--- config.mk ---
export PLATFORM = sky130hd
export DESIGN_NAME = code_fetch_ctrl
export DESIGN_NICKNAME = d
export VERILOG_FILES = /design/src/rtl/code_fetch_ctrl.sv
export SDC_FILE = /design/constraint.sdc
export NUM_CORES = 1
export LEC_CHECK = 0
export CAP_MARGIN = 20
export CORE_AREA = 2 2 148 121
export DETAILED_ROUTE_END_ITERATION = 16
export DIE_AREA = 0 0 150 123
export DONT_BUFFER_PORTS = 1
export GPL_TIMING_DRIVEN = 0
export PLACE_DENSITY = 0.57
export SLEW_MARGIN = 20
export SYNTH_ARGS = -nofsm -noshare
export SYNTH_HDL_FRONTEND = slang
export SYNTH_SLANG_ARGS = --single-unit
--- constraint.sdc ---
create_clock -name clock -period 2.6 [get_ports clock]
set_clock_uncertainty 0.1 [all_clocks]
set_input_delay 0.65 -clock clock [delete_from_list [all_inputs] [get_ports clock]]
set_output_delay 0.65 -clock clock [all_outputs]
set_load 0.02 [all_outputs]
--- src/rtl/code_fetch_ctrl.sv ---
// 8051 program-memory fetch controller: drives the single-port synchronous ROM,
// keeps a small prefetch queue for the decoder and arbitrates MOVC table reads.
module code_fetch_ctrl #(
    parameter int ADDRESS_WIDTH = 16,
    parameter int DATA_WIDTH    = 8,
    parameter int QUEUE_DEPTH   = 4
) (
    input  logic                     clock,
    input  logic                     reset,
    output logic [ADDRESS_WIDTH-1:0] rom_addr,
    input  logic [DATA_WIDTH-1:0]    rom_data,
    input  logic                     jump,
    input  logic [ADDRESS_WIDTH-1:0] jump_addr,
    output logic                     op_valid,
    output logic [DATA_WIDTH-1:0]    op_byte,
    output logic [ADDRESS_WIDTH-1:0] op_pc,
    input  logic                     op_ready,
    input  logic                     movc_req,
    input  logic [ADDRESS_WIDTH-1:0] movc_addr,
    output logic                     movc_ack,
    output logic [DATA_WIDTH-1:0]    movc_data
);

    localparam int PTR_W = $clog2(QUEUE_DEPTH);
    localparam int CNT_W = PTR_W + 1;

    // What the ROM is returning this cycle, i.e. what was issued last cycle.
    typedef enum logic [1:0] {
        SLOT_IDLE,
        SLOT_FETCH,
        SLOT_MOVC
    } slot_t;

    slot_t                    slot, slot_next;
    logic [ADDRESS_WIDTH-1:0] fetch_pc, fetch_pc_next;
    logic [ADDRESS_WIDTH-1:0] inflight_pc, inflight_pc_next;

    logic [DATA_WIDTH-1:0]    q_byte [QUEUE_DEPTH];
    logic [ADDRESS_WIDTH-1:0] q_pc   [QUEUE_DEPTH];
    logic [PTR_W-1:0]         head, tail;
    logic [CNT_W-1:0]         count, occupancy;
    logic [DATA_WIDTH-1:0]    last_byte, movc_hold;
    logic [ADDRESS_WIDTH-1:0] last_pc;
    logic                     push, pop;

    assign occupancy = count + {{(CNT_W-1){1'b0}}, slot == SLOT_FETCH};
    assign push      = (slot == SLOT_FETCH) && !jump;
    assign pop       = op_valid && op_ready && !jump;

    assign op_valid  = (count != '0);
    assign op_byte   = op_valid ? q_byte[head] : last_byte;
    assign op_pc     = op_valid ? q_pc[head]   : last_pc;
    assign movc_ack  = (slot == SLOT_MOVC);
    assign movc_data = movc_ack ? rom_data : movc_hold;

    always_ff @(posedge clock or posedge reset) begin
        if (reset) begin
            slot        <= SLOT_IDLE;
            fetch_pc    <= '0;
            inflight_pc <= '0;
        end else begin
            slot        <= slot_next;
            fetch_pc    <= fetch_pc_next;
            inflight_pc <= inflight_pc_next;
        end
    end

    // One ROM access per cycle: jump, then MOVC, then prefetch; idle reads are dropped.
    always_comb begin
        slot_next        = SLOT_IDLE;
        fetch_pc_next    = fetch_pc;
        inflight_pc_next = inflight_pc;
        rom_addr         = fetch_pc;
        if (jump) begin
            rom_addr         = jump_addr;
            slot_next        = SLOT_FETCH;
            inflight_pc_next = jump_addr;
            fetch_pc_next    = jump_addr + 1'b1;
        end else if (movc_req && slot != SLOT_MOVC) begin
            rom_addr  = movc_addr;
            slot_next = SLOT_MOVC;
        end else if (occupancy < CNT_W'(QUEUE_DEPTH)) begin
            slot_next        = SLOT_FETCH;
            inflight_pc_next = fetch_pc;
            fetch_pc_next    = fetch_pc + 1'b1;
        end
    end

    always_ff @(posedge clock or posedge reset) begin
        if (reset) begin
            head      <= '0;
            tail      <= '0;
            count     <= '0;
            last_byte <= '0;
            last_pc   <= '0;
            movc_hold <= '0;
        end else begin
            if (op_valid) begin
                last_byte <= q_byte[head];
                last_pc   <= q_pc[head];
            end
            if (movc_ack) begin
                movc_hold <= rom_data;
            end
            if (jump) begin
                head  <= '0;
                tail  <= '0;
                count <= '0;
            end else begin
                if (push) begin
                    tail <= tail + 1'b1;
                end
                if (pop) begin
                    head <= head + 1'b1;
                end
                if (push && !pop) begin
                    count <= count + 1'b1;
                end else if (pop && !push) begin
                    count <= count - 1'b1;
                end
            end
        end
    end

    always_ff @(posedge clock) begin
        if (push) begin
            q_byte[tail] <= rom_data;
            q_pc[tail]   <= inflight_pc;
        end
    end

endmodule

---- Word-level counts from Yosys, hierarchy flattened ----
Memory sizes are Yosys's and may differ from the RTL's.
Cells that the tools add are included.
W data, S select, Z words.
word-level totals
  bits in read-only memories .............. 0
  bits in registers ....................... 73
  logic and storage cells ................. 61
  latch bits .............................. 0
  memories kept ........................... 2
  input bits .............................. 45
  RAM bits ................................ 96
operators by class
  div/mod/pow operators ................... 0
  bitwise gates (word level) .............. 0
  shift operators ......................... 0
  reductions and logical operators ........ 15
  $mul .................................... 0
  muxes and demuxes ....................... 23
  equal/unequal tests ..................... 4
  $add $sub $neg .......................... 7
  $lt $le $gt $ge ......................... 1
memories
  name    words  width  read ports  clocked after memory_dff  wr ports  RTL line  RTL
  q_pc    4      16     1           0                         1         39        logic [ADDRESS_WIDTH-1:0] q_pc [QUEUE_DEPTH];
  q_byte  4      8      1           0                         1         38        logic [DATA_WIDTH-1:0] q_byte [QUEUE_DEPTH];
operator list
  cell                     count
  $mux W16                 9
  $add A16 B1 Y16 const B  2
  $mux W8                  2
  $mux W2                  6
  $mux W3                  3
  $logic_and A1 B1 Y1      6
  $reduce_bool A2 Y1       3
  $reduce_bool A3 Y1       2
  $add A2 B1 Y2 const B    2
  $ne A2 B2 Y1 const B     2
  $add A3 B1 Y3            1
  $add A3 B1 Y3 const B    1
  $logic_not A1 Y1         3
  $lt A3 B3 Y1 const B     1
  $mux W1                  3
  $sub A3 B1 Y3 const B    1
  $eq A2 B1 Y1 const B     1
  $eq A2 B2 Y1 const B     1
  $reduce_and A2 Y1        1

---- Longest topological paths before layout ----
Gate-level depths: netlist of the first run.
  depth after elaboration ................. 7
  depth in mapped cells ................... 11
  depth with buffers taken out ............ 8

---- Worst setup path after synthesis of the first run ----
No wires, ideal clock.
  path type ............................... input to register
  start point ............................. input port jump
  end point ............................... register fetch_pc[14]
  path buffers ............................ 3
  data required time ...................... 2.429 ns
  cell stages on the path ................. 11
  arrival ................................. 2.833 ns
  setup slack ............................. -0.403 ns
  library setup time ...................... 0.071 ns
  cells stage by stage .................... buf_2 > buf_2 > clkbuf_1 > nand2_1 > o21ai_0 > ha_1 > nand4_1 > a21oi_1 > nand4_1 > or4_1 > nand4_1
on the way
  word-level cells in the longest chain between the ends .. 2
  elaborated cells between the ends (all ways) .. 4
  classes of those cells .................. 1 x eq/ne; 1 x mux; 2 x reduce/logical
ends and longest elaborated chain
  item                                                                        RTL line  RTL
  start: declaration                                                          12        input logic jump,
  $ne A2 B2 Y1 (no source line) / $reduce_bool A2 Y1 (equally long branches)  -
  $reduce_and A2 Y1 (no source line)                                          -
  end signal: assignment                                                      63        fetch_pc <= fetch_pc_next;
  end: declaration                                                            35        logic [ADDRESS_WIDTH-1:0] fetch_pc, fetch_pc_next;
Parallel ways exist; a longest one is shown, timed or not.
A chain may end at the register's enable or synchronous reset.

---- Worst setup path after layout of the first run ----
  start point ............................. register head[0]
  end point ............................... output port op_pc[7]
on the way
  word-level cells in the longest chain between the ends .. 2
ends and longest elaborated chain
  item                      RTL line  RTL
  start: declaration        40        logic [PTR_W-1:0] head, tail;
  start signal: assignment  114       head <= head + 1'b1;
  $mem_v2 Z4 W16            -
  $mux W16                  -
  end: declaration          16        output logic [ADDRESS_WIDTH-1:0] op_pc,
No other way between the ends.

==> summary.md, run 1 <==
| Metric | Value |
|---|---|
| Total CTS buffers | 17 |
| Register area | roughly 4700 um2 |
| Post-synth EDFFs | 96 |
| Layout net count | 596 |
| Yosys top cell area share | 0.383 |
| Gr usage total | 0.203 |
| Max Clock Freq | 370 MHz |
| First-pass GRT wire length | 27000 um |
| Clock Sinks | 169 |
| FF+latch count, synth | 169 |
| Drt total wl | approximately 17000 um |
| PD cells | 1080 nW/um2 |
| N_diodes | 0 |
| Top cell type by total area after synthesis | edfxtp_1 |
| Clk pin slew, worst setup/hold paths | 0.07 ns |
| Fin crit period | between 2 and 3 ns |
| CTS tree | yes |
| Cell area after layout | 9150 um2 |
| Critical Path AT | 1.95 ns |
| Post-DR wirelength/cell | 22.2 um |
| Placer Congestion | 0.823 |
| Multi-input gate area | 2940 um2 |
| Synth async-reset ratio | 0.432 |
| Main flop type after synthesis | edfxtp_1 |
| Failing checks | setup timing |
| Vias in the first global route | 4644 |
| Slew Limit Fails | 0 |
| TritonRoute pass-1 iters | 4 |
| Max cap viols | 0 |
| Initial antenna violation count | 0 |
| Total core area | 17000 um2 |
| Run status | finished, violations left |
| Kind of critical path | reg2out |
| Share of layout cells above drive strength 1 | 0.339 |
| Worst-margin pin slew | roughly 0.76 ns |
| Die ar. | 18500 um2 |
| Unique cell type count in the Yosys netlist | 50 |
| Data required, critical path | 1.85 ns |
| Final Cycle Share | 1.04 |
| Root buf cell | clkbuf_16 |
| Synthesized area | 7530 um2 |
| Final Hold Fails | 0 |
| Area grow syn2layout | 21.5% |
| Setup TNS | -2.34 ns |
| Crit. End Element | primary output |
| Syn_area_per_cell | 15.0 um2 |
| Clock Latency Late Sink | about 0.43 ns |
| Yosys Warn Count | 0 |
| Ports | 95 |
| Slew Limit Headroom | 0.491 |
| Filler Cell Count | 1402 |
| Die X | 150 um |
| Synth top area cells | edfxtp_1 (38%), dfrtp_1 (24%), mux4_2 (7.2%) |
| Register area share after synthesis | 0.626 |
| Post-route ant nets | 0 |
| Startpoint types | flop |
| HPWL after DPL | 11300 um |
| VDD IR max | 0.486 mV |
| Largest net degree at the start of global routing | 33 |
| Dpl cell area | 7940 um2 |
| Row cnt | 43 |
| Hold Path Class | in2async |
| Count of final setup violators | 40 |
| CTS Buffer Depth | 2 |
| Vias | between 4000 and 5000 |
| DRC | 0 |
| Height of the chip | 123 um |
| Synth Instances | 503 |
| Global route total overflow | 0 |
| Leak | 3.45 nW |
| Port-buffer cells | 0 |
| Final worst slack | -0.100 ns |
| Initial drt markers | 323 |
| Maximum fanout along the worst path | 7 |
| RSZ-0062 raised after global routing | true |
| Syn_nets | 554 |
| Via-to-Cell Ratio | 5.69 |
| H-tree levels | 4 |
| Initial Util | 0.443 |
synthesized netlist by cell type, types with 11 or more instances:
library cell / count
nor2_1: 23
xor2_1: 14
dfrtp_1: 73
o21ai_0: 11
nand3_1: 12
mux2_2: 36
nand2_1: 24
mux4_2: 24
a21oi_1: 35
buf_2: 12
mux2i_1: 40
edfxtp_1: 96
stage by stage:
stage / util / total power (W) / std cells / setup slack, ns / hold WS, ns
finish: 0.538 / 0.00985 / 783 / -0.100 / 0.0419
global route: 0.538 / 0.0103 / 783 / -0.173 / 0.0535
CTS: 0.528 / 0.00984 / 776 / -0.157 / 0.0476
detailed placement: 0.467 / 0.00669 / 730 / -0.375 / 0.424
global placement: 0.464 / 0.00662 / 728 / -0.754 / 0.409
floorplan: - / 0.00610 / 503 / -0.0169 / 0.371
where the power goes:
group          switching (W)  leakage [nW]  internal [W]
Combinational        0.00184          1.43       0.00161
Sequential          0.000370          1.72       0.00350
Clock                0.00109         0.294       0.00143
state kept, by name, summed over array words and instances (netlist names):
| name | cells |
|---|---|
| count | 3 |
| fetch_pc | 16 |
| head | 2 |
| inflight_pc | 16 |
| last_byte | 8 |
| last_pc | 16 |
| movc_hold | 8 |
| q_byte | 32 |
| q_pc | 64 |
| slot | 2 |
| tail | 2 |
layout make-up:
cell class | instances | share of cell area
flip-flops and latches | 169 | 0.515
multi-input cells | 297 | 0.322
clock buffers | 17 | 0.0465
inverters | 9 | 0.00410
clock inverters | 15 | 0.0178
repair buffers | 25 | 0.0332
plain buffers | 26 | 0.0306
well taps | 225 | 0.0308
cells in the final DEF, fill, tap and decap left out, types with 3 or more instances in the layout:
cell / count
clkinv_2: 3
o21ai_0: 6
mux4_2: 24
a21oi_2: 11
a31oi_1: 3
mux2_4: 24
nor3_1: 3
buf_4: 16
buf_2: 5
nand4_1: 10
buf_6: 6
nand2_1: 22
a21oi_4: 4
nor2_1: 23
buf_12: 8
a21oi_1: 21
ha_1: 4
mux2i_4: 4
dfrtp_2: 3
mux2i_1: 34
clkinv_4: 3
xnor2_1: 8
inv_6: 4
dfrtp_1: 70
nand3b_1: 3
and2_1: 4
and3_2: 4
or3_1: 3
buf_8: 4
inv_1: 6
xor2_1: 14
nand3_1: 12
o21ai_2: 3
edfxtp_1: 96
clkbuf_16: 19
mux2_2: 12
a211oi_1: 3
critical path, cell delays in order, from the launching register on:
cell and delay (ns):
dfrtp_1 0.38, buf_12 0.17, clkbuf_16 0.16, mux4_2 0.50
mux2_4 0.32
final timing paths:
kind	from	end	slack (ns)	cells past startpoint
worst max register to register	fetch_pc[0]	fetch_pc[14]	0.22	8
worst max-delay path	head[0]	op_pc[7]	-0.10	4
max in group asynchronous	reset	last_pc[3]	1.81	2
worst min-delay path	reset	fetch_pc[1]	0.04	1
min in group clock	rom_data[5]	q_byte[1][5]	0.21	0
worst min register to register	inflight_pc[2]	q_pc[3][2]	0.43	0
metal layers:
layer  wire [um]  vias to the layer above  part of all wire  global-route usage
met4         176                        0             0.010              0.0537
met2        8520                      103              0.49               0.328
met5           0                        -                 0                   0
li1            -                     1992                 -                   -
met1        7910                     2343              0.46               0.268
met3         772                       14             0.044              0.0616
what timing repair did:
| item | 4_1_cts | 5_1_grt |
|---|---|---|
| pin swaps | 13 | 10 |
| setup buffers | 12 | 7 |
| gates cloned | 3 | 1 |
| hold buffers | 0 | 0 |
| gates resized for setup | 91 | 17 |
| setup endpoints to repair | 41 | 42 |
cells by family (layout without fill, tap and decap cells):
logic type,count (synthesis),in the layout,synth area share
AOI/OAI and AO/OA,67,67,0.0599
DFF,169,169,0.626
adders and majority gates,6,6,0.0110
buffers and inverters,37,92,0.0234
muxes,100,100,0.179
xor gates and xnor gates,22,22,0.0256
and+or+nand+nor,102,102,0.0755
Note: power is estimated with default switching activity, not from simulation.
==> inputs of run 2 (changes only) <==
Settings changed: ABC_AREA set to 1, CORE_AREA 2 2 148 121 to 2 2 147 120, DIE_AREA 0 0 150 123 to 0 0 149 122, HOLD_SLACK_MARGIN set to 0.15, PLACE_DENSITY 0.57 to 0.55.
Clock period 2.6 ns to 3.05 ns, I/O delays scaled along.
==> summary.md, run 2 <==
| Metric | Value |
|---|---|
| Run status | finished clean |
| Syn_area_per_cell | 10.0 um2 (-33%) |
| Top delay family on crit path | buffers and inverters |
| Hold Path Class | in2reg |
| Critical Path AT | 2.04 ns (+0.09 ns) |
| Initial Util | 0.437 (-0.00525) |
| Yosys top cell area share | 0.390 (+0.00707) |
| Share of layout cells above drive strength 1 | 0.175 (-0.164) |
| Cell with the most instances after synthesis | nand2_1 |
| Crit-path slowest cell | clkbuf_1 |
| Gr usage total | 0.209 (+0.00693) |
| Max incr delay on CP | 0.49 ns (about the same) |
| Slew Limit Fails | 0 (unchanged) |
| Post-synth EDFFs | 96 (unchanged) |
| Synth Instances | 739 (+47%) |
| Area grow syn2layout | 17.6% |
| FF+latch count, synth | 169 (unchanged) |
| Root buf cell | clkbuf_16 |
| Most frequent cells in the layout | nand2_1 (181), nor2_1 (136), edfxtp_1 (96) |
| Max reg flops | 64 (unchanged) |
| Pre-CTS setup slack | 0.180 ns (+0.555 ns) |
| Height of the chip | 122 um (-0.81%) |
| Total CTS buffers | 17 (unchanged) |
| Filler Cell Count | 1535 (+9.5%) |
| Dpl cell area | 7820 um2 (-1.5%) |
| Total core area | 16900 um2 (-0.63%) |
| Register area share after synthesis | 0.637 (+0.0115) |
| Clock Latency Late Sink | 0.43 ns (about the same) |
| Die ar. | 18200 um2 (-1.5%) |
| Global route total overflow | 0 (unchanged) |
| N_diodes | 0 (unchanged) |
| Top cell type by total area after synthesis | edfxtp_1 |
| Clk pin slew, worst setup/hold paths | 0.06 ns (about the same) |
| Leak | 3.49 nW (+1.2%) |
| Main flop type after synthesis | edfxtp_1 |
| Vias | 5132 (+15%) |
| Reg with most FFs | q_pc |
| Drt total wl | 18000 um (+3.8%) |
| Final cell count without fillers | 1004 (+28%) |
| Final Cycle Share | 0.952 |
| Max cap viols | 0 (unchanged) |
| Placer Congestion | 0.830 (+0.81%) |
| H-tree levels | 4 (unchanged) |
| VDD IR max | 0.372 mV (-23%) |
| Via-to-Cell Ratio | 5.11 (-10%) |
| Total power | 0.00812 W (-18%) |
| Port-buffer cells | 0 (unchanged) |
| Vias in the first global route | 5075 (+9.3%) |
| Worst Path Buf+Inv | 2 (unchanged) |
| Final Hold Fails | 0 (unchanged) |
| PD cells | 934 nW/um2 (-13%) |
| Initial drt markers | 349 (+8.0%) |
| Ports | 95 (unchanged) |
| Yosys Warn Count | 0 (unchanged) |
| DRC | 0 (unchanged) |
| HPWL after DPL | 12500 um (+11%) |
| Final worst slack | 0.147 ns (+0.248 ns) |
| Max Clock Freq | around 340 MHz |
| CTS Buffer Depth | 2 (unchanged) |
| Clock Sinks | 169 (unchanged) |
| CTS tree | yes |
| Die X | 149 um (-0.67%) |
| Largest regs | q_pc x64, q_byte x32 |
| Syn_nets | 790 (+43%) |
| Startpoint types | flop |
| Largest net degree at the start of global routing | 40 (+21%) |
| Post-Place Cells | 969 (+33%) |
| Synthesized area | 7390 um2 (-1.8%) |
| Maximum fanout along the worst path | 10 (+3) |
| Synth top area cells | edfxtp_1 (39%), dfrtp_1 (25%), nand2_1 (9.2%) |
| Cell area after layout | 8690 um2 (-5.0%) |
| Layout net count | 817 (+37%) |
| Post-synth top cells | nand2_1 (181), nor2_1 (140), edfxtp_1 (96), dfrtp_1 (73), o21ai_0 (73) |
| Synth async-reset ratio | 0.432 (unchanged) |
| Worst-margin pin slew | 0.598 ns (-0.165 ns) |
| Post-DR wirelength/cell | 18.0 um (-19%) |
| Kind of critical path | reg2out |
| Unique cell type count in the Yosys netlist | 31 (-38%) |
| Crit path cell chain | inv_1 > nand3_2 > clkbuf_1 > nor2_1 > a31oi_2 |
| TritonRoute pass-1 iters | 6 (+2) |
| Slew Limit Headroom | 0.601 (+0.110) |
| Count of final setup violators | 0 (-100%) |
| Crit. End Element | primary output |
| Initial antenna violation count | 0 (unchanged) |
| Most common cell after layout, fill and taps aside | nand2_1 |
| Fin crit period | 2.90 ns |
| Data required, critical path | 2.19 ns (+0.34 ns) |
| Post-route ant nets | 0 (unchanged) |
| Row cnt | 43 (unchanged) |
| First-pass GRT wire length | 28300 um (+4.9%) |
run 2: what timing repair did:
action / in CTS / in global routing
hold buffers: 1 / 0
resized for setup: 32 / 25
pin swaps: 3 / 5
endpoints found under the setup margin: 33 / 34
buffers inserted: 1 / 0
gates cloned: 1 / 0
endpoints found under the hold margin: 1 / 0
run 2: worst paths after layout:
kind                              from        endpoint  slack [ns]  cells past startpoint
setup / recovery              count[0]      op_byte[1]        0.15                      5
hold / removal                    jump         slot[1]        0.32                      1
setup reg to reg               slot[1]    q_byte[1][6]        0.76                      6
hold reg to reg            fetch_pc[1]     fetch_pc[1]        0.38                      2
max in group asynchronous        reset  inflight_pc[7]        1.50                      3
min in group asynchronous        reset     fetch_pc[0]        0.75                      2
run 2: cell families (layout without fill, tap and decap cells):
family | count (synthesis) | in the layout | share of synthesized area
AND/OR/NAND/NOR | 366 | 367 | 0.203
flip-flops | 169 | 169 | 0.637
XOR/XNOR | 5 | 5 | 0.00593
buffers and inverters | 69 | 108 | 0.0445
adder cells (fa/ha/maj) | 6 | 6 | 0.0112
AO/OA/AOI/OAI | 124 | 124 | 0.0984
run 2: area by class of cell:
cell class / count / area, um2 / area share
Timing Repair Buffer: 7 / 135 / 0.0155
Sequential cell: 169 / 4710 / 0.542
Inverter: 38 / 150 / 0.0173
Tap cell: 225 / 282 / 0.0324
Clock buffer: 19 / 443 / 0.0510
Multi-Input combinational cell: 502 / 2650 / 0.305
Buffer: 31 / 203 / 0.0233
Clock inverter: 13 / 116 / 0.0134
run 2: power breakdown:
group | internal, W | switching [W] | leakage [nW]
Combinational | 0.000774 | 0.00199 | 1.46
Sequential | 0.00302 | 0.000276 | 1.76
Clock | 0.00115 | 0.000901 | 0.272
run 2: worst register-to-register path, delay by kind of cell, from the launching register on:
kind / cells / cell delay, ns
and+or+nand+nor: 3 / 0.91
DFF: 1 / 0.36
buffers and inverters: 3 / 0.65
run 2: per-stage QoR:
step                setup TNS (ns)   util  hold WS (ns)
floorplan                        0      -         0.342
global placement           -115.76  0.454         0.368
detailed placement               0  0.463         0.363
CTS                         -0.805  0.509         0.305
global route               -0.0304  0.515         0.302
finish                           0  0.515         0.325
run 2: layer usage:
metal	routed length, um	vias to the layer above	share of wire	track usage
li1	-	2521	-	-
met1	8680	2463	0.48	0.294
met4	230	0	0.013	0.0655
met3	903	16	0.050	0.0509
met2	8230	132	0.46	0.324
met5	0	-	0	0
==> inputs of run 3 (changes only) <==
--- a/config.mk
+++ b/config.mk
@@ -15,4 +15,5 @@
 export HOLD_SLACK_MARGIN = 0.15
 export PLACE_DENSITY = 0.55
+export REMOVE_ABC_BUFFERS = 1
 export SLEW_MARGIN = 20
 export SYNTH_ARGS = -nofsm -noshare
--- a/constraint.sdc
+++ b/constraint.sdc
@@ -3,3 +3,3 @@
 set_input_delay 0.7625 -clock clock [delete_from_list [all_inputs] [get_ports clock]]
 set_output_delay 0.7625 -clock clock [all_outputs]
-set_load 0.02 [all_outputs]
+set_load 0.05 [all_outputs]
==> summary.md, run 3 (same netlist as run 2, synthesis figures left out) <==
| Metric | Value |
|---|---|
| Run status | finished clean |
| Fin crit period | 3.03 ns (+0.124 ns) |
| Ports | 95 (unchanged) |
| RSZ-0062 raised after global routing | true |
| TritonRoute pass-1 iters | 4 (-2) |
| Crit. End Element | primary output |
| Multi-input gate area | 2940 um2 (+11%) |
| Drt total wl | 17500 um (-3.2%) |
| Dpl cell area | 7860 um2 (+0.54%) |
| Clk pin slew, worst setup/hold paths | 0.06 ns (about the same) |
| Reg with most FFs | q_pc |
| Max Clock Freq | 330 MHz (-4.1%) |
| First-pass GRT wire length | 27900 um (-1.5%) |
| Vias in the first global route | 5068 (-0.14%) |
| Layout net count | 803 (-1.7%) |
| Clock Latency Late Sink | 0.42 ns (about the same) |
| Largest net degree at the start of global routing | 51 (+28%) |
| Global route total overflow | 0 (unchanged) |
| Max incr delay on CP | 0.50 ns (about the same) |
| Crit path cell chain | nor2_4 > inv_6 > nand2_8 > nor2_4 > clkinvlp_4 > buf_12 > nand2_1 > o21ai_1 > nand2_2 |
| Final Hold Fails | 0 (unchanged) |
| Total CTS buffers | 17 (unchanged) |
| Area grow syn2layout | 22.8% |
| Max cap viols | 0 (unchanged) |
| Worst-margin pin slew | 0.637 ns (+0.0382 ns) |
| Count of final setup violators | 0 (unchanged) |
| VDD IR max | 0.480 mV (+29%) |
| Startpoint types | flop |
| Die X | 149 um (unchanged) |
| Register area | 4720 um2 (+0.11%) |
| Crit-path slowest cell | nor2_4 |
| Post-DR wirelength/cell | 17.6 um (-1.8%) |
| Row cnt | 43 (unchanged) |
| Flop-to-flop setup slack | 0.55 ns (-0.21 ns) |
| Gr usage total | 0.205 (-0.00454) |
| Initial Util | 0.437 (unchanged) |
| Top delay family on crit path | simple AND/OR/NAND/NOR gates |
| Final Cycle Share | 0.992 (+0.0406) |
| Worst Path Buf+Inv | 3 (+1) |
| Total power | 0.00943 W (+16%) |
| Slew Limit Headroom | 0.576 (-0.0255) |
| CTS tree | yes |
| Setup TNS | 0 ns (unchanged) |
| Port-buffer cells | 0 (unchanged) |
| H-tree levels | 4 (unchanged) |
| Leak | 3.56 nW (+2.2%) |
| Vias | 5122 (-0.19%) |
| Most frequent cells in the layout | nand2_1 (165), nor2_1 (136), edfxtp_1 (96) |
| Via-to-Cell Ratio | 5.17 (+1.2%) |
| Most common cell after layout, fill and taps aside | nand2_1 |
| Root buf cell | clkbuf_16 |
| Placer Congestion | 0.876 (+5.5%) |
| Kind of critical path | reg2out |
| Initial antenna violation count | 0 (unchanged) |
| Die ar. | 18200 um2 (unchanged) |
| DRC | 0 (unchanged) |
| Data required, critical path | 2.19 ns (about the same) |
| Largest regs | q_pc x64, q_byte x32 |
| Post-route ant nets | 0 (unchanged) |
| HPWL after DPL | 10300 um (-18%) |
| Hold Path Class | in2reg |
| Total core area | 16900 um2 (unchanged) |
| N_diodes | 0 (unchanged) |
| Maximum fanout along the worst path | 7 (-3) |
| CTS Buffer Depth | 2 (unchanged) |
| PD cells | 1040 nW/um2 (+11%) |
| Height of the chip | 122 um (unchanged) |
| Critical Path AT | 2.16 ns (+0.12 ns) |
| Clock Sinks | 169 (unchanged) |
| CP dominant cell by count | nor2_4 |
| Share of layout cells above drive strength 1 | 0.216 (+0.0411) |
| Max reg flops | 64 (unchanged) |
| Initial drt markers | 417 (+19%) |
| Filler Cell Count | 1448 (-5.7%) |
| Slew Limit Fails | 0 (unchanged) |
| Cell area after layout | 9080 um2 (+4.4%) |
-- run 3: per-layer routing --
layer / share of wire / up-vias / track usage / wire length, um
met3: 0.069 / 18 / 0.0543 / 1200
met2: 0.45 / 173 / 0.316 / 7860
met1: 0.47 / 2430 / 0.288 / 8170
li1: - / 2501 / - / -
met5: 0 / - / 0 / 0
met4: 0.014 / 0 / 0.0589 / 241
-- run 3: worst paths after layout --
path,startpoint,endpoint,cells past startpoint
setup / recovery,slot[0],rom_addr[1],9
hold / removal,jump,slot[1],1
setup reg to reg,slot[0],inflight_pc[10],8
hold reg to reg,fetch_pc[1],fetch_pc[1],2
max in group asynchronous,reset,last_pc[12],3
min in group asynchronous,reset,last_pc[2],2
-- run 3: worst reg2reg max path, cell delays in order (launching register included) --
cell	delay (ns)
dfrtp_2	0.42
nor2_4	0.50
inv_6	0.07
nand2_8	0.09
nor2_4	0.05
a31oi_4	0.52
inv_4	0.35
nand2_1	0.20
o21ai_2	0.06
-- run 3: stage by stage --
| stage | hold slack [ns] | util | instances | setup slack (ns) |
|---|---|---|---|---|
| floorplan | 0.342 | - | 708 | -0.835 |
| global placement | 0.361 | 0.443 | 933 | -1.97 |
| detailed placement | 0.365 | 0.465 | 940 | -0.862 |
| CTS | 0.304 | 0.527 | 985 | 0.0289 |
| global route | 0.303 | 0.537 | 990 | -0.0486 |
| finish | 0.329 | 0.537 | 990 | 0.0234 |
-- run 3: repair_timing --
action	CTS	global route
buffers inserted	10	4
pin swaps	5	20
gates cloned	3	1
hold endpoints to repair	2	0
setup endpoints to repair	64	22
hold buffers	1	0
gates resized for setup	53	42
-- run 3: report_power, final --
part / internal (W) / switching (W)
logic: 0.000935 / 0.00292
registers: 0.00302 / 0.000284
clock network: 0.00139 / 0.000865
total: 0.00535 / 0.00407
-- run 3: area by class of cell --
cell class	count	area share
Timing Repair inverter	1	0.000827
Clock buffer	21	0.0496
Multi-Input combinational cell	503	0.324
Timing Repair Buffer	22	0.0382
Inverter	38	0.0185
Tap cell	225	0.0310
Clock inverter	11	0.0187
Sequential cell	169	0.520
